==> config.mk <==
export PLATFORM = sky130hd
export DESIGN_NAME = mem_port_arbiter
export DESIGN_NICKNAME = d
export VERILOG_FILES = /design/src/rtl/mem_port_arbiter.sv
export SDC_FILE = /design/constraint.sdc
export NUM_CORES = 1
export LEC_CHECK = 0
export BUFFER_PORTS_ARGS = -buffer_cell sky130_fd_sc_hd__buf_2
export CORE_AREA = 5 5 103 105
export CTS_CLUSTER_DIAMETER = 40
export DETAILED_ROUTE_END_ITERATION = 12
export DIE_AREA = 0 0 108 110
export PLACE_DENSITY = 0.77
export SYNTH_ARGS = -nofsm -noshare
export SYNTH_HDL_FRONTEND = slang
export SYNTH_SLANG_ARGS = --single-unit
==> constraint.sdc <==
create_clock -name clk -period 2.6 [get_ports clk]
set_clock_uncertainty 0.05 [all_clocks]
set_input_delay 0.26 -clock clk [delete_from_list [all_inputs] [get_ports clk]]
set_output_delay 0.26 -clock clk [all_outputs]
set_load 0.02 [all_outputs]
==> src/rtl/mem_port_arbiter.sv <==
// mem_port_arbiter
// ----------------
// Shares the single unified instruction/data memory port between the fetch
// stage (F) and the memory stage (D). Only one transaction is outstanding at
// a time: the selected request is latched into the mem_* registers, presented
// with a req/gnt handshake, and completed by mem_rvalid.
//
// Optional build macro: MEMARB_ROUND_ROBIN_EN
//   undefined : fixed priority, data requester wins over fetch.
//   defined   : a last_served flag (reset = D) alternates the winner when
//               both requesters are pending at the same time.
//
// Ports
//   clk, reset_n                 clock, asynchronous active-low reset
//   if_req/if_addr               fetch request (level, held until if_valid)
//   if_rdata/if_valid            fetch response (if_valid is a 1-cycle pulse)
//   d_req/d_we/d_addr/
//   d_wdata/d_wstrb              data request (level, held until d_valid)
//   d_rdata/d_valid              data response (d_valid is a 1-cycle pulse)
//   mem_req/mem_we/mem_addr/
//   mem_wdata/mem_wstrb          registered memory request fields
//   mem_gnt/mem_rvalid/mem_rdata memory handshake and response
//   stall_fetch/stall_mem        per-stage stall requests to hazard logic
module mem_port_arbiter #(
    parameter int ADDR_W = 32,
    parameter int DATA_W = 32
) (
    input  logic                  clk,
    input  logic                  reset_n,
    input  logic                  if_req,
    input  logic [ADDR_W-1:0]     if_addr,
    output logic [DATA_W-1:0]     if_rdata,
    output logic                  if_valid,
    input  logic                  d_req,
    input  logic                  d_we,
    input  logic [ADDR_W-1:0]     d_addr,
    input  logic [DATA_W-1:0]     d_wdata,
    input  logic [DATA_W/8-1:0]   d_wstrb,
    output logic [DATA_W-1:0]     d_rdata,
    output logic                  d_valid,
    output logic                  mem_req,
    output logic                  mem_we,
    output logic [ADDR_W-1:0]     mem_addr,
    output logic [DATA_W-1:0]     mem_wdata,
    output logic [DATA_W/8-1:0]   mem_wstrb,
    input  logic                  mem_gnt,
    input  logic                  mem_rvalid,
    input  logic [DATA_W-1:0]     mem_rdata,
    output logic                  stall_fetch,
    output logic                  stall_mem
);

    localparam int STRB_W = DATA_W / 8;

    typedef enum logic [1:0] {
        ST_IDLE     = 2'd0,
        ST_WAIT_GNT = 2'd1,
        ST_WAIT_RSP = 2'd2
    } state_t;

    localparam logic OWNER_F = 1'b0;
    localparam logic OWNER_D = 1'b1;

    state_t              state_r, state_s;
    logic                owner_r, owner_s;
    logic                mem_req_r, mem_req_s;
    logic                mem_we_r, mem_we_s;
    logic [ADDR_W-1:0]   mem_addr_r, mem_addr_s;
    logic [DATA_W-1:0]   mem_wdata_r, mem_wdata_s;
    logic [STRB_W-1:0]   mem_wstrb_r, mem_wstrb_s;
    logic                pick_d_s;
    logic                rsp_done_s;

    // A response only counts while a transaction is waiting for it.
    assign rsp_done_s = (state_r == ST_WAIT_RSP) && mem_rvalid;

`ifdef MEMARB_ROUND_ROBIN_EN
    logic last_served_r;

    // Winner selection: on contention, serve whoever was not served last.
    always_comb begin
        pick_d_s = d_req && (!if_req || (last_served_r == OWNER_F));
    end

    // Remember which requester completed most recently.
    always_ff @(posedge clk or negedge reset_n) begin
        if (!reset_n) begin
            last_served_r <= OWNER_D;
        end else if (rsp_done_s) begin
            last_served_r <= owner_r;
        end else begin
            last_served_r <= last_served_r;
        end
    end
`else
    // Winner selection: data always wins over fetch.
    always_comb begin
        pick_d_s = d_req;
    end
`endif

    // Next-state and next-request-field logic; inputs are only sampled in IDLE.
    always_comb begin
        state_s     = state_r;
        owner_s     = owner_r;
        mem_req_s   = mem_req_r;
        mem_we_s    = mem_we_r;
        mem_addr_s  = mem_addr_r;
        mem_wdata_s = mem_wdata_r;
        mem_wstrb_s = mem_wstrb_r;
        case (state_r)
            ST_IDLE: begin
                if (d_req || if_req) begin
                    state_s   = ST_WAIT_GNT;
                    mem_req_s = 1'b1;
                    if (pick_d_s) begin
                        owner_s     = OWNER_D;
                        mem_we_s    = d_we;
                        mem_addr_s  = d_addr;
                        mem_wdata_s = d_wdata;
                        mem_wstrb_s = d_wstrb;
                    end else begin
                        // Fetches are always reads with no byte enables.
                        owner_s     = OWNER_F;
                        mem_we_s    = 1'b0;
                        mem_addr_s  = if_addr;
                        mem_wdata_s = '0;
                        mem_wstrb_s = '0;
                    end
                end else begin
                    state_s   = ST_IDLE;
                    mem_req_s = 1'b0;
                end
            end
            ST_WAIT_GNT: begin
                if (mem_gnt) begin
                    state_s   = ST_WAIT_RSP;
                    mem_req_s = 1'b0;
                end else begin
                    state_s   = ST_WAIT_GNT;
                    mem_req_s = 1'b1;
                end
            end
            ST_WAIT_RSP: begin
                mem_req_s = 1'b0;
                if (mem_rvalid) begin
                    state_s = ST_IDLE;
                end else begin
                    state_s = ST_WAIT_RSP;
                end
            end
            default: begin
                state_s   = ST_IDLE;
                mem_req_s = 1'b0;
            end
        endcase
    end

    // State, owner and memory request registers.
    always_ff @(posedge clk or negedge reset_n) begin
        if (!reset_n) begin
            state_r     <= ST_IDLE;
            owner_r     <= OWNER_F;
            mem_req_r   <= 1'b0;
            mem_we_r    <= 1'b0;
            mem_addr_r  <= '0;
            mem_wdata_r <= '0;
            mem_wstrb_r <= '0;
        end else begin
            state_r     <= state_s;
            owner_r     <= owner_s;
            mem_req_r   <= mem_req_s;
            mem_we_r    <= mem_we_s;
            mem_addr_r  <= mem_addr_s;
            mem_wdata_r <= mem_wdata_s;
            mem_wstrb_r <= mem_wstrb_s;
        end
    end

    assign mem_req   = mem_req_r;
    assign mem_we    = mem_we_r;
    assign mem_addr  = mem_addr_r;
    assign mem_wdata = mem_wdata_r;
    assign mem_wstrb = mem_wstrb_r;

    // Completion is signalled in the same cycle as mem_rvalid so the
    // requesting stage can advance without an extra bubble.
    assign if_valid = rsp_done_s && (owner_r == OWNER_F);
    assign d_valid  = rsp_done_s && (owner_r == OWNER_D);
    assign if_rdata = mem_rdata;
    assign d_rdata  = mem_rdata;

    assign stall_fetch = if_req && !if_valid;
    assign stall_mem   = d_req && !d_valid;

endmodule

==> flow_summary.toml, run 1 <==
[synth]
yosys-top-cells-count = "dfrtp_1 (73), buf_4 (65), mux2_2 (62)"
synth_async_sr_flop_share_pct = 100
synth_area_mm2 = 0.00357
synth_top_flop_cell = "dfrtp_1"
ys_warn_count = 0
synth.top_cell.area_share_pct = 51.2
syn_avg_cell_area_um2 = 13.4
synth_area_leaders = "dfrtp_1 (51%), mux2_2 (20%), buf_4 (14%)"
synth_edf_count = 0
synth_seq_cells = 73
yosysSeqAreaShare_pct = 51.2
synth.distinct_cells = 19
synthMostInstantiatedCell = "dfrtp_1"
synth_top_cell_by_area = "dfrtp_1"
synth_fp_nets = 406
synth_cells = 267

[clock_network]
cts_sinks = 73
cts_buffers = 9
clk_latency_ns = 0.34
clk_pin_slew_ns = 0.08
h-tree-depth = 3
post_cts_resized = 0
clock_path_buffers = 2
post_cts.repair.setup_buffers = 0
cts_tree = "built"
cts_hold_buf = 0
root_buffer = "clkbuf_8"

[worst_setup_path]
path_cells = "nand2b_1, nor3b_1, nor2b_1, buf_2"
cp.arrival_ns = 1.46
r2r_start = "state_r[0]"
critPathMaxFanout = 4
crit_path_start = "state_r[0]"
start_kind = "flop"
cp_slowest_stage_delay_ns = 0.42
r2r_setup_slack_ns = 1.11
endpoint_kind = "primary output"
critPathRequiredTime_ns = 2.29
worstSetupPathType = "reg -> out"
cpMaxStageDelayCell = "dfrtp_1"

[layout]
final_nets = 521
area_delta_synth_final_pct = 19.2
fin_util_pct = 44.6
num_antenna_cells = 0
fill_cells = 890
drive_gt1_share_pct = 67.7

[timing]
whs_ns = -0.0100
setup_viol = 0
period_needed_ns = 1.77
drv_slew = 0
setup-tns-final_ns = 0
finalCritPeriodShare_pct = 68.0
worst_pin_slew_ns = 0.901
clock.fmax_mhz = 566
rsz0062_at_grt = "false"
slew_headroom_pct = 39.9
hold_viol = 11

[flow_run]
cap_violations = 0

[global_routing]
grt_pass1_vias = 2655
grt_max_degree = 74
antenna_found_initial = 0
grt_pass1_wl_um = 12600
overflow = 0
grt_use_total_pct = 13.8

[place]
numPortBuffers = 180
hpwl_um = 6320
place.gp.congestion = 0.722

[min_path]
hold_class = "in -> async"

[floorplanning]
initial_utilization_pct = 37.4
core_area_mm2 = 0.00955
die_x_um = 108
die-area_mm2 = 0.0119
ios = 277
die_h_um = 110
rows = 36

[routing]
via_count = 2439
drt_iter0_drc = 107
drt_pass1_iterations = 4
via_per_inst = 4.69
detail_route.wl_per_cell_um = 16.0
drc = 0
totalWireLength_um = 8310
ant_nets = 0

[power_and_ir_drop]
peakVddDrop_uv = 614
power_density_mw_per_mm2 = 1260
leakagePower_uw = 0.00217

[outcome]
status = "finished, violations left"
violations = "hold timing"
[path summary, 6_finish.rpt]
check	cells past startpoint	to
max	4	stall_fetch
min	1	mem_wstrb[2]
max reg2reg	4	mem_addr[21]
min reg2reg	1	mem_addr[12]
max in group asynchronous	1	mem_addr[21]
min in group clk	2	state_r[1]
[sequential cells by signal, summed over array words and instances (netlist names)]
name / count
mem_wdata: 32
mem_we: 1
mem_addr: 32
mem_wstrb: 4
mem_req: 1
state_r: 2
owner_r: 1
[area by class of cell]
class                           count  area [um2]  area share, %
Sequential cell                    73        1830           42.9
Multi-Input combinational cell    114        1140           26.8
Clock inverter                      5        40.0          0.941
Timing Repair Buffer              183         938           22.0
Tap cell                          133         166           3.91
Clock buffer                       11         141           3.32
Inverter                            1        3.75         0.0882
[metrics by stage]
stage | cells | instance area [um2] | hold slack [ns] | power (uW) | worst slack (ns)
detailed placement | 504 | 4080 | 0.401 | 4640 | 0.758
finish | 520 | 4260 | -0.0100 | 5360 | 0.833
global route | 520 | 4260 | 0.0497 | 5720 | 0.699
floorplan | 267 | 3570 | -0.0856 | 3880 | 0.918
global placement | 504 | 4080 | 0.384 | 4560 | 0.800
CTS | 520 | 4260 | 0.00628 | 5480 | 0.803
[critical path, delay by kind of cell, from the launching register on]
family / cells / cell delay [ns]
buffers and inverters: 1 / 0.16
AND/OR/NAND/NOR: 3 / 0.55
flip-flops: 1 / 0.42
[layout by cell type, fill, tap and decap left out]
master | synthesis | layout
buf_2 | 6 | 179
dfrtp_1 | 73 | 73
mux2_2 | 62 | 62
a22o_1 | 37 | 37
clkbuf_8 | 0 | 10
clkinvlp_4 | 0 | 3
buf_4 | 65 | 3
nand2b_1 | 2 | 2
o21ai_0 | 2 | 2
nor2b_1 | 2 | 2
mux2_1 | 2 | 2
inv_1 | 1 | 1
o22ai_1 | 1 | 1
nor2_2 | 1 | 1
o21ai_4 | 1 | 1
nor3b_1 | 1 | 1
and4b_1 | 1 | 1
and2_1 | 1 | 1
a21o_1 | 1 | 1
clkbuf_1 | 1 | 1
clkinv_4 | 0 | 1
inv_6 | 0 | 1
buf_12 | 0 | 1
[where the power goes]
| group | switching [uW] | internal, uW | leakage, uW |
|---|---|---|---|
| Clock | 422 | 377 | 0.0000822 |
| Sequential | 307 | 1720 | 0.000896 |
| Combinational | 1450 | 1080 | 0.00119 |
| Total | 2180 | 3180 | 0.00217 |
[metal layers]
| metal | vias to the layer above | track usage [%] | part of all wire, % |
|---|---|---|---|
| met4 | 0 | 6.85 | 2.4 |
| met3 | 36 | 6.06 | 11 |
| met5 | - | 0 | 0 |
| met2 | 128 | 23.6 | 52 |
| li1 | 1113 | - | - |
| met1 | 1162 | 14.5 | 35 |
[logic make-up after synthesis]
| logic type | share of synthesized area, % |
|---|---|
| AND/OR/NAND/NOR | 1.54 |
| AO/OA/AOI/OAI | 10.2 |
| flip-flops | 51.2 |
| multiplexers | 20.2 |
| buffers and inverters | 16.9 |
No activity file was read; power rests on OpenSTA's default activity.
==> run 2: changes to the inputs <==
Settings changed: CORE_AREA 5 5 103 105 to 5 5 104 106, DIE_AREA 0 0 108 110 to 0 0 109 111, PLACE_DENSITY 0.77 to 0.75.
Clock period 2.6 ns to 1.7 ns, I/O delays scaled along.
==> run 2 against run 1 <==
  * The run now ends clean
  * First-iteration DRC count rose by 0.93%
  * Register-to-register slack lost 0.79 ns
  * Hold slack better by 0.15 ns
  * Flip-flop and latch count unchanged
  * Sequential share of layout area decreased by 4.6 points
  * Via count is 7.3% higher
  * Clock-buffer cell count shrank 1
  * Worst setup slack worse by 0.71 ns
  * Core utilization increased by 4.6 points
  * Critical path depth did not move
  * Non-clock buffer count rose by 43
  * Largest power group unchanged
==> flow_summary.toml, run 2 (same netlist as run 1, synthesis figures left out) <==
[outcome]
status = "completed"

[layout]
final_cell_mix = "buf_2 (179), dfrtp_1 (73), mux2_2 (62)"
fin_util_pct = 49.2
mostFrequentLayoutCell = "buf_2"
area_delta_synth_final_pct = 33.4
instances_no_fill = 563
num_antenna_cells = 0
final_nets = 564
drive_gt1_share_pct = 62.1

[timing]
finalCritPeriodShare_pct = 92.8
drv_slew = 0
setup_viol = 0
whs_ns = 0.136
worst_pin_slew_ns = 0.427
period_needed_ns = 1.58
hold_viol = 0
setup_ws_ns = 0.122
slew_headroom_pct = 71.5
rsz0062_at_grt = "false"
setup-tns-final_ns = 0
clock.fmax_mhz = 634

[power_and_ir_drop]
power_density_mw_per_mm2 = 1800
leakagePower_uw = 0.00239
peakVddDrop_uv = 816

[routing]
totalWireLength_um = 8660
drc = 0
drt_iter0_drc = 108
via_per_inst = 4.65
detail_route.wl_per_cell_um = 15.4
drt_pass1_iterations = 4
via_count = 2616
ant_nets = 0

[place]
hpwl_um = 6170
place_inst = 507
dp_worst_setup_slack_ns = 0.297
place.gp.congestion = 0.690
numPortBuffers = 180

[worst_setup_path]
endpoint_kind = "primary output"
start_kind = "flop"
cpMaxStageDelayCell = "dfrtp_1"
path_cells = "nand2b_1, nor3b_2, nor2b_1, buf_2"
critPathMaxFanout = 4
cp_slowest_stage_delay_ns = 0.42
r2r_setup_slack_ns = 0.32
cpLargestDelayFamily = "simple AND/OR/NAND/NOR gates"
path_buf_inv = 1
worstSetupPathType = "reg -> out"
critPathRequiredTime_ns = 1.48
cp.arrival_ns = 1.36

[clock_network]
cts_sinks = 73
root_buffer = "clkbuf_8"
cts_tree = "built"
clock_path_buffers = 2
clk_latency_ns = 0.34
post_cts.repair.setup_buffers = 0
h-tree-depth = 3
clk_pin_slew_ns = 0.09
cts_buffers = 9

[floorplanning]
core_area_mm2 = 0.00968
die_h_um = 111
rows = 36
die-area_mm2 = 0.0121
initial_utilization_pct = 36.9
ios = 277
die_x_um = 109

[min_path]
hold_class = "in -> reg"

[global_routing]
grt_max_degree = 44
grt_use_total_pct = 14.3
antenna_found_initial = 0
grt_pass1_wl_um = 13700
grt_pass1_vias = 2855
overflow = 0

[flow_run]
cap_violations = 0
run 2: final cells by class:
type / count / area [um2]
tap: 133 / 166
clock inverter: 6 / 72.6
multi-input combinational: 114 / 1140
clock buffer: 10 / 138
inverter: 1 / 3.75
fill: 837 / 4920
sequential: 73 / 1830
timing repair buffer: 226 / 1410
run 2: repair_timing:
item / 4_1_cts / 5_1_grt
hold buffers: 40 / 0
gates resized for setup: 0 / 1
endpoints found under the setup margin: 0 / 2
hold endpoints to repair: 72 / 0
run 2: path summary, 6_finish.rpt:
| path | cells past startpoint | start | to |
|---|---|---|---|
| min | 3 | d_addr[19] | mem_addr[19] |
| min reg2reg | 1 | mem_addr[12] | mem_addr[12] |
| max reg2reg | 4 | state_r[0] | mem_addr[12] |
| max in group asynchronous | 3 | reset_n | mem_we |
| max | 4 | state_r[0] | stall_fetch |
| min in group asynchronous | 2 | reset_n | mem_wdata[12] |
run 2: worst min-delay path: cells and delay by family:
| family | cells | cell delay [ns] |
|---|---|---|
| multiplexers | 2 | 0.26 |
| buffers and inverters | 1 | 0.07 |
run 2: metrics by stage:
step                instance area (um2)  power, uW
floorplan                          3570       5940
global placement                   4150       7050
detailed placement                 4150       7150
CTS                                4760       8680
global route                       4760       9140
finish                             4760       8570
run 2: per-layer routing:
layer | routed length (um) | part of all wire [%] | vias up | track usage (%)
li1 | - | - | 1201 | -
met3 | 890 | 10 | 48 | 5.24
met5 | 0 | 0 | - | 0
met4 | 282 | 3.3 | 0 | 6.90
met2 | 4250 | 49 | 133 | 24.3
met1 | 3230 | 37 | 1234 | 15.5
run 2: where the power goes:
part | internal (uW) | total, uW | switching [uW] | leakage (uW)
Clock | 736 | 1410 | 674 | 0.000104
Sequential | 2630 | 3110 | 474 | 0.000896
Combinational | 1790 | 4050 | 2260 | 0.00139
Total | 5160 | 8570 | 3410 | 0.00239
